**src/rtl/dmem_arbiter_if.sv**
```systemverilog
// Signal bundle joining the two thread memory stages, the data-memory arbiter
// and the 64K x 16 data memory. The arbiter uses the slave view.
interface dmem_arbiter_if #(
    parameter int AW = 16,
    parameter int DW = 16
);
    logic          halt;
    logic          req0;
    logic          we0;
    logic [AW-1:0] addr0;
    logic [DW-1:0] wdata0;
    logic          req1;
    logic          we1;
    logic [AW-1:0] addr1;
    logic [DW-1:0] wdata1;
    logic          gnt0;
    logic          gnt1;
    logic          rvalid0;
    logic          rvalid1;
    logic [DW-1:0] rdata;
    logic          mem_en;
    logic          mem_we;
    logic [AW-1:0] mem_addr;
    logic [DW-1:0] mem_wdata;
    logic [DW-1:0] mem_rdata;
    logic          busy;

    modport slave (
        input  halt, req0, we0, addr0, wdata0, req1, we1, addr1, wdata1, mem_rdata,
        output gnt0, gnt1, rvalid0, rvalid1, rdata,
        output mem_en, mem_we, mem_addr, mem_wdata, busy
    );

    modport master (
        output halt, req0, we0, addr0, wdata0, req1, we1, addr1, wdata1, mem_rdata,
        input  gnt0, gnt1, rvalid0, rvalid1, rdata,
        input  mem_en, mem_we, mem_addr, mem_wdata, busy
    );
endinterface

```
**src/rtl/dmem_arbiter.sv**
```systemverilog
// Round-robin arbiter sharing one fixed-latency data-memory port between two
// hardware threads; one access in flight at a time, all outputs registered.
module dmem_arbiter #(
    parameter int AW  = 16,
    parameter int DW  = 16,
    parameter int LAT = 2
) (
    input  logic          clk,
    input  logic          reset,
    dmem_arbiter_if.slave bus
);
    localparam int CW = (LAT > 1) ? $clog2(LAT) : 1;

    typedef enum logic [1:0] {
        ST_IDLE  = 2'd0,
        ST_ISSUE = 2'd1,
        ST_WAIT  = 2'd2,
        ST_RESP  = 2'd3
    } state_t;

    state_t        r_state;
    logic          r_prio;
    logic          r_id;
    logic          r_we;
    logic [CW-1:0] r_cnt;
    logic          r_gnt0;
    logic          r_gnt1;
    logic          r_rvalid0;
    logic          r_rvalid1;
    logic [DW-1:0] r_rdata;
    logic          r_mem_en;
    logic          r_mem_we;
    logic [AW-1:0] r_mem_addr;
    logic [DW-1:0] r_mem_wdata;
    logic          r_busy;

    logic          w_win;
    logic          w_take;
    logic          w_sel_we;
    logic [AW-1:0] w_sel_addr;
    logic [DW-1:0] w_sel_wdata;

    // Winner selection: a lone requester wins, a tie goes to the favoured thread.
    always_comb begin
        w_win = 1'b0;
        if (bus.req0 && bus.req1) begin
            w_win = r_prio;
        end else if (bus.req1) begin
            w_win = 1'b1;
        end else begin
            w_win = 1'b0;
        end
    end

    // Route the winning thread's access fields toward the latch.
    always_comb begin
        w_sel_we    = bus.we0;
        w_sel_addr  = bus.addr0;
        w_sel_wdata = bus.wdata0;
        if (w_win) begin
            w_sel_we    = bus.we1;
            w_sel_addr  = bus.addr1;
            w_sel_wdata = bus.wdata1;
        end else begin
            w_sel_we    = bus.we0;
            w_sel_addr  = bus.addr0;
            w_sel_wdata = bus.wdata0;
        end
    end

    assign w_take = (r_state == ST_IDLE) && !bus.halt && (bus.req0 || bus.req1);

    // Access sequencer: the registered outputs for the next state are loaded on
    // the transition into it, so the memory strobe and grant share the ISSUE cycle.
    always_ff @(posedge clk) begin
        if (reset) begin
            r_state     <= ST_IDLE;
            r_prio      <= 1'b0;
            r_id        <= 1'b0;
            r_we        <= 1'b0;
            r_cnt       <= {CW{1'b0}};
            r_gnt0      <= 1'b0;
            r_gnt1      <= 1'b0;
            r_rvalid0   <= 1'b0;
            r_rvalid1   <= 1'b0;
            r_rdata     <= {DW{1'b0}};
            r_mem_en    <= 1'b0;
            r_mem_we    <= 1'b0;
            r_mem_addr  <= {AW{1'b0}};
            r_mem_wdata <= {DW{1'b0}};
            r_busy      <= 1'b0;
        end else begin
            case (r_state)
                ST_IDLE: begin
                    r_rvalid0 <= 1'b0;
                    r_rvalid1 <= 1'b0;
                    if (w_take) begin
                        r_id        <= w_win;
                        r_we        <= w_sel_we;
                        r_prio      <= ~w_win;
                        r_mem_en    <= 1'b1;
                        r_mem_we    <= w_sel_we;
                        r_mem_addr  <= w_sel_addr;
                        r_mem_wdata <= w_sel_wdata;
                        r_gnt0      <= ~w_win;
                        r_gnt1      <= w_win;
                        r_busy      <= 1'b1;
                        r_state     <= ST_ISSUE;
                    end else begin
                        r_state <= ST_IDLE;
                    end
                end
                ST_ISSUE: begin
                    r_mem_en <= 1'b0;
                    r_mem_we <= 1'b0;
                    r_gnt0   <= 1'b0;
                    r_gnt1   <= 1'b0;
                    r_cnt    <= CW'(LAT - 1);
                    r_state  <= ST_WAIT;
                end
                ST_WAIT: begin
                    if (r_cnt == {CW{1'b0}}) begin
                        // mem_rdata is valid exactly in the last WAIT cycle.
                        if (!r_we) begin
                            r_rdata <= bus.mem_rdata;
                        end else begin
                            r_rdata <= r_rdata;
                        end
                        r_rvalid0 <= ~r_id;
                        r_rvalid1 <= r_id;
                        r_state   <= ST_RESP;
                    end else begin
                        r_cnt   <= r_cnt - CW'(1);
                        r_state <= ST_WAIT;
                    end
                end
                ST_RESP: begin
                    r_rvalid0 <= 1'b0;
                    r_rvalid1 <= 1'b0;
                    r_busy    <= 1'b0;
                    r_state   <= ST_IDLE;
                end
                default: begin
                    r_gnt0    <= 1'b0;
                    r_gnt1    <= 1'b0;
                    r_rvalid0 <= 1'b0;
                    r_rvalid1 <= 1'b0;
                    r_mem_en  <= 1'b0;
                    r_mem_we  <= 1'b0;
                    r_busy    <= 1'b0;
                    r_state   <= ST_IDLE;
                end
            endcase
        end
    end

    assign bus.gnt0      = r_gnt0;
    assign bus.gnt1      = r_gnt1;
    assign bus.rvalid0   = r_rvalid0;
    assign bus.rvalid1   = r_rvalid1;
    assign bus.rdata     = r_rdata;
    assign bus.mem_en    = r_mem_en;
    assign bus.mem_we    = r_mem_we;
    assign bus.mem_addr  = r_mem_addr;
    assign bus.mem_wdata = r_mem_wdata;
    assign bus.busy      = r_busy;
endmodule

```
**src/flat_wrapper.sv**
```systemverilog
// flat-port wrapper written by rule: the top's interface ports become plain ports
module dmem_arbiter_flat 
#(
    parameter int AW  = 16,
    parameter int DW  = 16,
    parameter int LAT = 2
)
  (clk, reset, bus_halt, bus_req0, bus_we0, bus_addr0, bus_wdata0, bus_req1, bus_we1, bus_addr1, bus_wdata1, bus_mem_rdata, bus_gnt0, bus_gnt1, bus_rvalid0, bus_rvalid1, bus_rdata, bus_mem_en, bus_mem_we, bus_mem_addr, bus_mem_wdata, bus_busy);
  dmem_arbiter_if #(.AW(AW), .DW(DW)) bus_i ();
  input  logic clk;
  input  logic reset;
  input wire logic [$bits(bus_i.halt)-1:0] bus_halt;
  input wire logic [$bits(bus_i.req0)-1:0] bus_req0;
  input wire logic [$bits(bus_i.we0)-1:0] bus_we0;
  input wire logic [$bits(bus_i.addr0)-1:0] bus_addr0;
  input wire logic [$bits(bus_i.wdata0)-1:0] bus_wdata0;
  input wire logic [$bits(bus_i.req1)-1:0] bus_req1;
  input wire logic [$bits(bus_i.we1)-1:0] bus_we1;
  input wire logic [$bits(bus_i.addr1)-1:0] bus_addr1;
  input wire logic [$bits(bus_i.wdata1)-1:0] bus_wdata1;
  input wire logic [$bits(bus_i.mem_rdata)-1:0] bus_mem_rdata;
  output wire logic [$bits(bus_i.gnt0)-1:0] bus_gnt0;
  output wire logic [$bits(bus_i.gnt1)-1:0] bus_gnt1;
  output wire logic [$bits(bus_i.rvalid0)-1:0] bus_rvalid0;
  output wire logic [$bits(bus_i.rvalid1)-1:0] bus_rvalid1;
  output wire logic [$bits(bus_i.rdata)-1:0] bus_rdata;
  output wire logic [$bits(bus_i.mem_en)-1:0] bus_mem_en;
  output wire logic [$bits(bus_i.mem_we)-1:0] bus_mem_we;
  output wire logic [$bits(bus_i.mem_addr)-1:0] bus_mem_addr;
  output wire logic [$bits(bus_i.mem_wdata)-1:0] bus_mem_wdata;
  output wire logic [$bits(bus_i.busy)-1:0] bus_busy;
  assign bus_i.halt = bus_halt;
  assign bus_i.req0 = bus_req0;
  assign bus_i.we0 = bus_we0;
  assign bus_i.addr0 = bus_addr0;
  assign bus_i.wdata0 = bus_wdata0;
  assign bus_i.req1 = bus_req1;
  assign bus_i.we1 = bus_we1;
  assign bus_i.addr1 = bus_addr1;
  assign bus_i.wdata1 = bus_wdata1;
  assign bus_i.mem_rdata = bus_mem_rdata;
  assign bus_gnt0 = bus_i.gnt0;
  assign bus_gnt1 = bus_i.gnt1;
  assign bus_rvalid0 = bus_i.rvalid0;
  assign bus_rvalid1 = bus_i.rvalid1;
  assign bus_rdata = bus_i.rdata;
  assign bus_mem_en = bus_i.mem_en;
  assign bus_mem_we = bus_i.mem_we;
  assign bus_mem_addr = bus_i.mem_addr;
  assign bus_mem_wdata = bus_i.mem_wdata;
  assign bus_busy = bus_i.busy;
  dmem_arbiter #(.AW(AW), .DW(DW), .LAT(LAT)) u_core (.clk(clk), .reset(reset), .bus(bus_i));
endmodule
```
**config.mk**
```make
export PLATFORM = sky130hd
export DESIGN_NAME = dmem_arbiter_flat
export DESIGN_NICKNAME = d
export VERILOG_FILES = /design/src/rtl/dmem_arbiter_if.sv /design/src/rtl/dmem_arbiter.sv /design/src/flat_wrapper.sv
export SDC_FILE = /design/constraint.sdc
export NUM_CORES = 1
export LEC_CHECK = 0
export ABC_AREA = 1
export ABC_CLOCK_PERIOD_IN_PS = 2200
export CORE_MARGIN = 5
export CORE_UTILIZATION = 40
export DETAILED_ROUTE_END_ITERATION = 16
export PLACE_DENSITY = 0.82
export SYNTH_ARGS = -nofsm -noshare
export SYNTH_HDL_FRONTEND = slang
export SYNTH_SLANG_ARGS = --single-unit
```
**constraint.sdc**
```tcl
create_clock -name clk -period 2.2 [get_ports clk]
set_input_delay 0.22 -clock clk [delete_from_list [all_inputs] [get_ports clk]]
set_output_delay 0.22 -clock clk [all_outputs]
set_load 0.02 [all_outputs]
```
==> qor.csv <==
metric,value,unit
status,"complete, no violations",
place_hpwl,6050,µm
critical_path_depth,11,
place_congestion,0.811,
synthesis.nets,516,
clock_latency,330,ps
drt_wl_total,7810,µm
cp_cell_sequence,"inv_1, ha_1, inv_2, nor2_2, nand2_2, inv_2, buf_12, nor2_1, nor2_1, nand2_1, inv_1",
p_int,2.81,mW
hold_viol,0,
switchingPower,1.71,mW
final_cell_area,0.00442,mm²
syn_area,0.00279,mm²
cp.required,2430,ps
drtIter0Drc,112,
maxCapViolCount,0,
finalPower,4.53,mW
utilization,65.0,%
postCtsSetupBuffers,0,
gr-total-overflow,0,
yosysSeqAreaShare,43.8,%
crit_type,flop to flop,
path_buf_inv,5,
layout_worst_path_cycle_share,73.6,%
min_path_cells,2,
ir_worst_vdd,508,µV
vias_per_cell,4.38,
cellLeakagePower,2.06,nW
slowest_delay,350,ps
area_delta_synth_final,58.3,%
worstMarginPinSlew,533,ps
clk_pin_slew,60,ps
syn_inst,424,
ys_seq_elements,61,
cp_top_family,simple AND/OR/NAND/NOR gates,
grt_pass1_vias,2719,
core,0.00679,mm²
pwr-share-comb,46.0,%
drive_above_1_share,5.66,%
io_pins,142,
grt_use_total,17.7,%
cts_buffer_depth,2,
worst_hold_path_type,flop to flop,
setup_viol,0,
cts_tree,yes,
worstSetupStartpointType,flop,
pwr-share-seq,34.8,%
drc_errors,0,
tns,0,ps
nets,652,
die_x,93.5,µm
whs,474,ps
drt_first_pass_iters,4,
dp.cells,645,
avgSynthCellArea,6.58,µm²
yosys_warnings,0,
reg2reg_depth,11,
dpl_cell_area,0.00425,mm²
synth_top_area_share,43.8,%
pre_cts_ws,494,ps
die-area,0.00875,mm²
ys_types,18,
arrival,1850,ps
port_buffers,141,
cts.sinks,61,
p_sw_share,37.8,%
synth_top_cell_by_area,dfxtp_1,
cts_resized,0,
initial_core_util,41.1,%
drv_slew,0,
max_freq,0.618,GHz
fin_crit,1620,ps
finalClockSkew,5.17,ps
endpoint_kind,flop,
rsz0062_at_grt,false,
ant_nets,0,
htree_levels,3,
layoutNonFillerInstCount,661,
yosys-top-cells-area,"dfxtp_1, nand2_1, nor2_1",
grt_max_degree,46,
antenna_found_initial,0,
hold_buffers,0,
rows,30,
finalWorstSetupSlack,581,ps
die_h,93.5,µm
critPathMaxFanout,45,
power_density,1020,mW/mm²
vias,2893,
clockPowerShare,19.1,%
numCtsBuffers,9,
grt_pass1_wl,12200,µm
root_buffer,clkbuf_8,
max-slew-margin-rel,64.4,%
wl_per_cell,11.8,µm
diodes,0,
slowest_stage,dfxtp_1,
state kept, by name (all words and copies together), names as in the netlist, 2 cells and up:
signal,cells
u_core.r_state,2
u_core.bus.mem_wdata,16
u_core.bus.mem_addr,16
u_core.bus.rdata,16
placed cells by master, fill, tap and decap left out, types with 5 or more instances in the layout:
cell type	netlist	final
buf_4	4	6
nand3_1	38	38
nor2_1	101	101
o21ai_1	11	11
clkdlybuf4s50_1	0	141
dfxtp_1	61	61
clkbuf_8	0	11
inv_2	8	8
ha_1	5	5
inv_1	41	41
a21oi_1	9	9
nand2_1	110	110
o21ai_0	11	11
cell type report:
type / instances / area, µm²
clock buffers: 15 / 166
clock inverters: 1 / 5.00
fillers: 611 / 2380
inverters: 49 / 184
multi-input cells: 291 / 1240
flip-flops and latches: 61 / 1220
well taps: 96 / 120
repair buffers: 148 / 1480
metal layers:
layer	vias up	global-route usage, %	part of all wire, %
li1	1555	-	-
met1	1206	19.0	40
met2	120	30.0	47
met3	12	8.13	11
met4	0	7.33	1.7
met5	-	0	0
power by group through the flow:
| stage | clock [mW] | sequential, mW | combinational (mW) |
|---|---|---|---|
| after floorplan | 0 | 1.91 | 0.925 |
| after global placement | 0 | 1.59 | 2.05 |
| after detailed placement | 0 | 1.60 | 2.09 |
| after CTS | 0.883 | 1.58 | 2.10 |
| after global routing | 0.950 | 1.61 | 2.29 |
| final | 0.866 | 1.58 | 2.08 |
Yosys cell counts, drive strengths merged:
master / count
o21ai: 22
clkbuf: 7
inv: 49
a211oi: 1
nand3: 38
buf: 16
ha: 5
a21oi: 9
nand2: 112
dfxtp: 61
nor2: 104
cells by family (layout without fill, tap and decap cells):
kind of cell	Yosys count	in the layout	synth area share (%)
fa+ha+maj	5	5	2.24
buf+inv	72	213	11.7
flops	61	61	43.8
compound gates	32	32	5.83
simple gates	254	254	36.5
path summary, 6_finish.rpt:
kind	from	to	slack, ps
worst max-delay path	u_core.r_state[0]	u_core.bus.mem_addr[13]	580
worst min-delay path	u_core.r_prio	u_core.r_prio	470
worst max register to register	u_core.r_state[0]	u_core.bus.mem_addr[13]	580
worst min register to register	u_core.r_prio	u_core.r_prio	470
tightest hold or removal path: stages (launching register included):
cell	delay [ps]
dfxtp_1	290
inv_1	60
a211oi_1	70
Note: power is estimated with default switching activity, not from simulation.
